File: config.mk
export PLATFORM = sky130hd
export DESIGN_NAME = soc_store_ctrl
export DESIGN_NICKNAME = d
export VERILOG_FILES = /design/src/rtl/soc_store_ctrl.sv
export SDC_FILE = /design/constraint.sdc
export NUM_CORES = 1
export LEC_CHECK = 0
export ABC_AREA = 0
export BUFFER_PORTS_ARGS = -buffer_cell sky130_fd_sc_hd__buf_2
export CORE_MARGIN = 3
export CORE_UTILIZATION = 60
export DETAILED_ROUTE_END_ITERATION = 10
export PLACE_DENSITY = 0.8
export SYNTH_ARGS = -nofsm -noshare
export SYNTH_HDL_FRONTEND = slang
export SYNTH_SLANG_ARGS = --single-unit
File: constraint.sdc
create_clock -name i_clk -period 9.04 [get_ports i_clk]
set_input_delay 2.712 -clock i_clk [delete_from_list [all_inputs] [get_ports i_clk]]
set_output_delay 2.712 -clock i_clk [all_outputs]
set_load 0.02 [all_outputs]
File: src/rtl/soc_store_ctrl.sv
// soc_store_ctrl: in-order store queue that turns M-stage stores into aligned, strobed bus writes
module soc_store_ctrl #(
    parameter logic [1:0] XLEN  = 2'd2,
    parameter int         DEPTH = 4
) (
    input  logic                              i_clk,
    input  logic                              i_rst,
    input  logic                              i_clk_en,
    input  logic                              i_sw_m,
    input  logic [(1<<(int'(XLEN)+4))-1:0]    i_mem_data_m,
    input  logic [(1<<(int'(XLEN)+4))-1:0]    i_mem_addr_m,
    input  logic                              i_store_byte_m,
    input  logic                              i_store_half_m,
    output logic                              o_stall,
    output logic                              o_misalign,
    output logic                              o_busy,
    output logic                              o_bus_req,
    output logic [(1<<(int'(XLEN)+4))-1:0]    o_bus_addr,
    output logic [(1<<(int'(XLEN)+4))-1:0]    o_bus_wdata,
    output logic [(1<<(int'(XLEN)+4))/8-1:0]  o_bus_wstrb,
    input  logic                              i_bus_ack
);
    localparam int DW = 1 << (int'(XLEN) + 4);
    localparam int SB = DW / 8;
    localparam int OW = $clog2(SB);
    localparam int PW = $clog2(DEPTH);
    localparam int CW = PW + 1;

    typedef enum logic {IDLE, REQ} state_t;

    state_t          state;
    logic [PW-1:0]   wr_ptr, rd_ptr, rd_nxt;
    logic [CW-1:0]   count, cnt_nxt;
    logic [DW-1:0]   q_addr  [DEPTH];
    logic [DW-1:0]   q_wdata [DEPTH];
    logic [SB-1:0]   q_wstrb [DEPTH];
    logic [OW-1:0]   off;
    logic            full, is_half, aligned, push, pop, mis, bypass;
    logic [DW-1:0]   new_addr, new_wdata, nxt_addr, nxt_wdata;
    logic [SB-1:0]   new_wstrb, nxt_wstrb;

    // Lane encoding of the incoming store and push/pop decisions
    always_comb begin
        off       = i_mem_addr_m[OW-1:0];
        is_half   = i_store_half_m & ~i_store_byte_m;
        aligned   = i_store_byte_m | (is_half ? ~off[0] : (off == '0));
        full      = count == CW'(DEPTH);
        push      = i_clk_en & i_sw_m & ~full & aligned;
        mis       = i_clk_en & i_sw_m & ~full & ~aligned;
        pop       = (state == REQ) & i_bus_ack;
        new_addr  = {i_mem_addr_m[DW-1:OW], {OW{1'b0}}};
        new_wstrb = i_store_byte_m ? SB'(1) << off : is_half ? SB'(3) << off : '1;
        new_wdata = i_store_byte_m ? DW'(i_mem_data_m[7:0]) << {off, 3'b000}
                  : is_half ? DW'(i_mem_data_m[15:0]) << {off, 3'b000} : i_mem_data_m;
        cnt_nxt   = count + CW'(push) - CW'(pop);
        rd_nxt    = rd_ptr + PW'(1);
        bypass    = (count == CW'(1)) & push;
        nxt_addr  = bypass ? new_addr  : q_addr[rd_nxt];
        nxt_wdata = bypass ? new_wdata : q_wdata[rd_nxt];
        nxt_wstrb = bypass ? new_wstrb : q_wstrb[rd_nxt];
    end

    // Queue storage, written at the tail on every accepted store
    always_ff @(posedge i_clk) begin
        if (push) begin
            q_addr[wr_ptr]  <= new_addr;
            q_wdata[wr_ptr] <= new_wdata;
            q_wstrb[wr_ptr] <= new_wstrb;
        end
    end

    // Pointers, occupancy, misalign pulse and the bus request FSM with registered bus outputs
    always_ff @(posedge i_clk) begin
        if (i_rst) begin
            state       <= IDLE;
            wr_ptr      <= '0;
            rd_ptr      <= '0;
            count       <= '0;
            o_misalign  <= 1'b0;
            o_bus_addr  <= '0;
            o_bus_wdata <= '0;
            o_bus_wstrb <= '0;
        end else begin
            o_misalign <= mis;
            count      <= cnt_nxt;
            if (push)
                wr_ptr <= wr_ptr + PW'(1);
            if (state == IDLE) begin
                if (count != '0) begin
                    state       <= REQ;
                    o_bus_addr  <= q_addr[rd_ptr];
                    o_bus_wdata <= q_wdata[rd_ptr];
                    o_bus_wstrb <= q_wstrb[rd_ptr];
                end
            end else if (i_bus_ack) begin
                rd_ptr <= rd_nxt;
                if (cnt_nxt != '0) begin
                    o_bus_addr  <= nxt_addr;
                    o_bus_wdata <= nxt_wdata;
                    o_bus_wstrb <= nxt_wstrb;
                end else begin
                    state       <= IDLE;
                    o_bus_addr  <= '0;
                    o_bus_wdata <= '0;
                    o_bus_wstrb <= '0;
                end
            end
        end
    end

    assign o_bus_req = state == REQ;
    assign o_stall   = i_sw_m & full;
    assign o_busy    = (count != '0) | (state == REQ);
endmodule

==> results by group, run 1 <==
Run status
  • Status: completed

Clock network
  • Post-CTS resize count: 0
  • Maximum root-to-sink buffer count: 3
  • Setup Fix Bufs, Post-CTS: 0
  • Worst skew pair latency: 0.60 ns
  • Clock Sinks: 676
  • Clock root buffer: clkbuf_16
  • CTS tree: yes
  • H-tree Lvls: 3
  • CTS Buf Count: 70
  • Reg clk slew, reported paths: 0.06 ns
  • Hold_buf cts: 0

Floorplan
  • Die Span Y: 237 um
  • Initial core utilization: 61.4%
  • CORE AREA: 0.0520 mm2
  • Die Wd: 237 um
  • Num rows: 83
  • I/O pins: 275
  • Die ar.: 0.0560 mm2

STA
  • Hold Vio Cnt, Final: 0
  • Fmax: 0.155 GHz
  • Max-slew violations: 0
  • TNS Setup: 0 ns
  • # setup viols final: 0
  • Slew @ Worst Pin: 1.34 ns
  • Min cycle time layout: 6.43 ns
  • Setup Skew: 0.0249 ns
  • RSZ-0062 raised after global routing: no
  • Slew HR: 10.6%
  • Crit share post-route: 71.1%

Drt
  • Drt first-iter violations: 2655
  • Routed len/inst: 28.5 um
  • DRC: 0
  • Via count: 22700
  • Drt first pass iters: 8
  • Via-to-Cell Ratio: 7.21
  • Routed Antenna Nets: 0
  • DRT Wirelength: 89.8 mm

Setup path
  • CP Launch Type: input port
  • R2R setup slack: 5.06 ns
  • Worst Setup End Kind: register
  • Critical path class: input port to register
  • Reg-to-Reg Start: count[1]
  • Worst endpoint required time: 9.52 ns
  • CP arrival: 6.91 ns
  • Reg2reg path depth: 13
  • Crit-path max FO: 42
  • Reg2reg end: o_bus_addr[15]

Layout
  • Commonest non-fill, non-tap cells in the layout: 532 x edfxtp_1, 288 x mux2i_1, 271 x buf_2, 201 x a21oi_1, 192 x o221ai_1
  • Core Util, Final: 68.7%
  • Final #Nets: 2556
  • Layout area overhead: 12.0%
  • Commonest non-fill, non-tap cell in the layout: edfxtp_1
  • Share of cells above drive strength 1: 24.8%

Min path
  • Hold EP: o_bus_addr[39]
  • Min-Delay Path Class: register to register
  • Hold Crit Start: o_bus_addr[39]
  • Hold path depth: 1

GRT
  • Initial antenna violation count: 7
  • Via count of the first global-routing pass: 23200
  • Grt ovf: 0
  • Global-route wire length before repair: 135 mm
  • GRT Overall Usage: 31.1%
  • Largest net degree at the start of global routing: 215

Synthesis
  • Post-synthesis register bit count: 676
  • Post-synth top area share: 50.0%
  • Netlist cell types: 56
  • Post-synth ARST share: 0%
  • Synth Warn #: 0
  • Post-synth EDFFs: 532
  • Cell taking the most area after synthesis: edfxtp_1
  • Post-synthesis sequential area ratio: 59.1%
  • Cells after Synth: 2247
  • Syn Std Cell Area: 0.0319 mm2
  • Ys flop type: edfxtp_1
  • Avg Cell Area, Syn: 14.2 um2
  • Synth area leaders: edfxtp_1 50%, mux4_2 9.4%, dfxtp_1 9.0%, mux2i_1 9.0%, o221ai_1 5.3%

Pwr
  • Power density over the cells: 284 mW/mm2
  • Maximum vdd drop: 0.000471 V
  • Static Leak: 0.0118 uW

Job
  • Maxcap violations: 0

Placed design
  • Placer congestion estimate: 0.965
  • I/O Buffers: 271
  • Hpwl dp: 50.2 mm
synth_stat cells (all sizes together), types with 2 or more instances:
cell	instances
mux4	133
nand2	121
nor3	3
nand2b	2
nor3b	2
xor2	2
dfxtp	144
o21ai	80
nor2	33
o221ai	192
nand3	83
a21boi	2
a22oi	18
inv	12
a21oi	202
o22ai	22
or3	2
mux2i	288
a21o	23
a211oi	9
and2	8
buf	126
edfxtp	532
ha	10
and3	6
a221oi	8
or2	2
o221a	63
a32o	8
nor2b	7
clkbuf	90
sequential cells by signal, indices dropped and copies added, names as in the netlist, named ones only:
| signal | cells |
|---|---|
| q_wdata | 256 |
| q_wstrb | 32 |
| count | 3 |
| o_bus_wstrb | 8 |
| o_misalign | 1 |
| wr_ptr | 2 |
| o_bus_req | 1 |
| rd_ptr | 2 |
| q_addr | 244 |
| o_bus_wdata | 64 |
| o_bus_addr | 61 |
kinds of logic (layout without fill, tap and decap cells):
logic type / after synthesis / count (layout) / share of synthesized area, %
AOI/OAI and AO/OA: 632 / 632 / 14.2
xor gates and xnor gates: 4 / 4 / 0.157
other: 1 / 7 / 0.0117
muxes: 421 / 421 / 18.4
buffers and inverters: 228 / 441 / 3.76
and+or+nand+nor: 274 / 274 / 3.96
DFF: 676 / 676 / 59.1
adders and majority gates: 11 / 11 / 0.455
worst max-delay path: stages:
cell and delay (ns):
buf_2 0.33, inv_1 0.15, ha_1 0.23, nor3b_1 0.16, or3_2 0.54, nand2_2 0.13
ha_1 0.24, inv_1 0.06, ha_1 0.16, fa_1 0.43, nor2_1 0.24, nand2_1 0.13
nand2_2 0.71, buf_12 0.35, a21oi_1 0.08, o221a_2 0.23
per-stage QoR:
stage	std cells	worst slack, ns	hold slack, ns	total power (uW)	area [um2]
final	3146	2.61	0.527	10100	35800
after global routing	3145	2.45	0.546	10500	35700
after floorplan	2249	1.25	0.518	6440	31900
after detailed placement	3018	2.04	0.519	7210	33400
after CTS	3142	2.69	0.533	10100	35700
after global placement	3018	2.11	0.509	7120	33400
per-layer routing:
| layer | vias up | routed length [um] | track usage [%] |
|---|---|---|---|
| met5 | - | 40 | 0 |
| met4 | 6 | 2750 | 12.8 |
| met3 | 232 | 9510 | 5.94 |
| met2 | 1495 | 43800 | 51.1 |
| met1 | 11400 | 33700 | 41.2 |
| li1 | 9523 | - | - |
area by class of cell:
| type | count | area, um2 |
|---|---|---|
| tap | 680 | 851 |
| clock buffer | 100 | 2060 |
| fill | 3520 | 16300 |
| multi-input combinational | 1345 | 12000 |
| inverter | 12 | 47.5 |
| clock inverter | 24 | 287 |
| timing repair buffer | 305 | 1670 |
| antenna | 4 | 10.0 |
| sequential | 676 | 18900 |
where the power goes:
part,switching [uW],internal (uW),total (uW)
logic,2080,1240,3320
clock network,1150,1780,2930
registers,230,3660,3890
worst max-delay path by stage:
| stage | start | endpoint | slack, ns | depth (start not counted) |
|---|---|---|---|---|
| 2_1_floorplan | i_mem_addr_m[0] | q_addr[0][0] | 1.25 | 10 |
| 3_3_place_gp | i_mem_addr_m[1] | o_bus_addr[13] | 2.11 | 16 |
| 3_5_place_dp | i_mem_addr_m[1] | o_bus_addr[15] | 2.04 | 16 |
| 4_1_cts | i_mem_addr_m[1] | o_bus_addr[15] | 2.69 | 16 |
| 5_1_grt | i_mem_addr_m[1] | o_bus_addr[15] | 2.45 | 16 |
| 6_report | i_mem_addr_m[1] | o_bus_addr[15] | 2.61 | 16 |
Power figures use the tool's default switching activity.
==> run 2: changes to the inputs <==
clock period = 6.4 ns   (was 9.04 ns; I/O delays follow)
==> run 2 against run 1 <==
Combinational power is 43% higher. Critical endpoint is now o_bus_addr[5]. Sequential cell count stayed put. Clock skew is 0.0018 ns lower. First-iteration DRC count is 2.7% higher. Critical path type unchanged.
==> results by group, run 2 (synthesized netlist as in run 1, its figures left out) <==
Run status
  • Status: completed

Clock network
  • CTS Buf Count: 71 (+1.4%)
  • Hold_buf cts: 0 (unchanged)
  • H-tree Lvls: 3 (unchanged)
  • Setup Fix Bufs, Post-CTS: 0 (unchanged)
  • Post-CTS resize count: 0 (unchanged)
  • Maximum root-to-sink buffer count: 3 (unchanged)
  • CTS tree: yes
  • Worst skew pair latency: 0.61 ns (about the same)
  • Clock Sinks: 676 (unchanged)
  • Reg clk slew, reported paths: 0.06 ns (about the same)
  • Clock root buffer: clkbuf_16

Floorplan
  • Num rows: 83 (unchanged)
  • Die Wd: 237 um (unchanged)
  • Initial core utilization: 61.4% (unchanged)
  • Die Span Y: 237 um (unchanged)
  • CORE AREA: 0.0520 mm2 (unchanged)
  • I/O pins: 275 (unchanged)
  • Die ar.: 0.0560 mm2 (unchanged)

Setup path
  • Critical path class: input port to register
  • Critical path cell sequence: buf_2 > inv_1 > ha_1 > nor3b_1 > or3_2 > nand2_2 > ha_1 > inv_1 > ha_1 > fa_1 > nor2_1 > nand2_1 > nand2_2 > buf_4 > a21oi_1 > o221a_1
  • Crit path largest cell delay: 0.55 ns (-0.16 ns)
  • Crit. Startpoint: i_mem_addr_m[0]
  • R2R setup slack: 2.89 ns (-2.17 ns)
  • Reg2reg path depth: 13 (unchanged)
  • CP arrival: 5.33 ns (-1.58 ns)
  • CP dominant cell by count: ha_1
  • Reg2reg end: o_bus_addr[5]
  • Crit-path max FO: 27 (-36%)
  • Reg-to-Reg Start: count[1]
  • CP endpoint: o_bus_addr[5]
  • Worst endpoint required time: 6.88 ns (-2.64 ns)
  • Crit-path slowest cell: or3_2
  • CP Launch Type: input port
  • Worst Setup End Kind: register

Drt
  • Via count: 22800 (+0.67%)
  • DRT Wirelength: 91.1 mm (+1.5%)
  • Via-to-Cell Ratio: 7.23 (+0.35%)
  • Routed len/inst: 28.9 um (+1.2%)
  • DRC: 0 (unchanged)
  • Drt first-iter violations: 2727 (+2.7%)
  • Drt first pass iters: 6 (-2)
  • Routed Antenna Nets: 0 (unchanged)

Layout
  • Commonest non-fill, non-tap cells in the layout: 532 x edfxtp_1, 288 x mux2i_1, 271 x buf_2, 201 x a21oi_1, 192 x o221ai_1
  • Max FFs per register: 256 (unchanged)
  • Final #Nets: 2560 (+0.16%)
  • Share of cells above drive strength 1: 24.9% (+0.15 points)
  • Core Util, Final: 69.0% (+0.26 points)
  • Commonest non-fill, non-tap cell in the layout: edfxtp_1
  • Biggest register: q_wdata
  • Non-filler instance count after layout: 3156 (+0.32%)
  • Largest registers: q_wdata: 256 flops, q_addr: 244 flops, o_bus_wdata: 64 flops
  • Layout area overhead: 12.4%

STA
  • Crit share post-route: 75.8%
  • Min cycle time layout: 4.85 ns
  • RSZ-0062 raised after global routing: no
  • Max-slew violations: 0 (unchanged)
  • Setup Skew: 0.0231 ns (-0.00184 ns)
  • # setup viols final: 0 (unchanged)
  • TNS Setup: 0 ns (unchanged)
  • Hold Vio Cnt, Final: 0 (unchanged)
  • Slew @ Worst Pin: 1.14 ns (-0.201 ns)
  • Slew HR: 24.0% (+13 points)
  • Fmax: 0.206 GHz

GRT
  • Largest net degree at the start of global routing: 141 (-34%)
  • Global-route wire length before repair: 137 mm (+1.9%)
  • Initial antenna violation count: 9 (+2)
  • GRT Overall Usage: 31.8% (+0.62 points)
  • Grt ovf: 0 (unchanged)
  • Via count of the first global-routing pass: 23400 (+0.82%)

Min path
  • Min-Delay Path Class: register to register

Placed design
  • Hpwl dp: 51.1 mm (+1.6%)
  • Cells after DPL: 3021 (+0.099%)
  • I/O Buffers: 271 (unchanged)
  • Placer congestion estimate: 0.954 (-1.1%)

Pwr
  • Maximum vdd drop: 0.000351 V (-25%)
  • Static Leak: 0.0119 uW (+0.39%)
  • Power density over the cells: 402 mW/mm2 (+42%)

Job
  • Maxcap violations: 0 (unchanged)
run 2: changes by cell type in the layout (fill, tap and decap cells not counted):
cell        delta
clkbuf_16      +2
inv_6          +3
clkinv_1       -3
clkinv_4       +2
bufinv_16      -1
buf_4          -4
o21ai_0        +1
clkinv_2       +2
clkbuf_1       +6
clkbuf_8       -4
clkinvlp_4     -1
buf_12         +7
diode_2        +1
o21ai_1        -1
run 2: report_power, final:
group,leakage [uW],internal [uW],switching (uW)
logic,0.00466,1780,2980
clock network,0.00116,2500,1670
registers,0.00605,5170,331
run 2: worst max-delay path: cells and delay by family:
kind                     cells  cell delay, ns
AO/OA/AOI/OAI                2            0.33
adder cells (fa/ha/maj)      4            1.07
buffers and inverters        4            0.65
AND/OR/NAND/NOR              6            1.35
run 2: how the worst min path moves through the flow:
stage,cells after the start,start,to,slack [ns]
6_report,1,o_bus_addr[42],o_bus_addr[42],0.53
5_1_grt,1,o_bus_addr[58],o_bus_addr[58],0.56
4_1_cts,1,o_bus_addr[46],o_bus_addr[46],0.53
3_5_place_dp,1,o_bus_addr[46],o_bus_addr[46],0.52
3_3_place_gp,1,o_bus_addr[23],o_bus_addr[23],0.51
2_1_floorplan,2,wr_ptr[1],wr_ptr[1],0.52
run 2: layout make-up:
cell class	count	area, um2
antenna	5	12.5
clock buffer	104	2080
clock inverter	26	292
fill	3504	16100
inverter	12	47.5
multi-input combinational	1345	12000
sequential	676	18900
tap	680	851
timing repair buffer	308	1780
run 2: routing by layer:
layer / part of all wire [%] / wire length [um] / GRT usage, % / vias to the layer above
met5: 0.069 / 63 / 0 / -
met4: 3.6 / 3240 / 12.8 / 10
met3: 11 / 10100 / 6.99 / 251
met2: 49 / 44500 / 52.6 / 1540
met1: 36 / 33200 / 41.1 / 11500
li1: - / - / - / 9548
run 2: metrics by stage:
| stage | area (um2) | hold slack [ns] | setup WS (ns) | total power (uW) |
|---|---|---|---|---|
| 3_5_place_dp | 33500 | 0.521 | 0.983 | 10300 |
| 5_1_grt | 35900 | 0.555 | 1.39 | 15000 |
| 3_3_place_gp | 33500 | 0.511 | 1.10 | 10100 |
| 6_report | 35900 | 0.531 | 1.55 | 14400 |
| 4_1_cts | 35900 | 0.534 | 1.64 | 14400 |
| 2_1_floorplan | 31900 | 0.518 | 0.787 | 9100 |
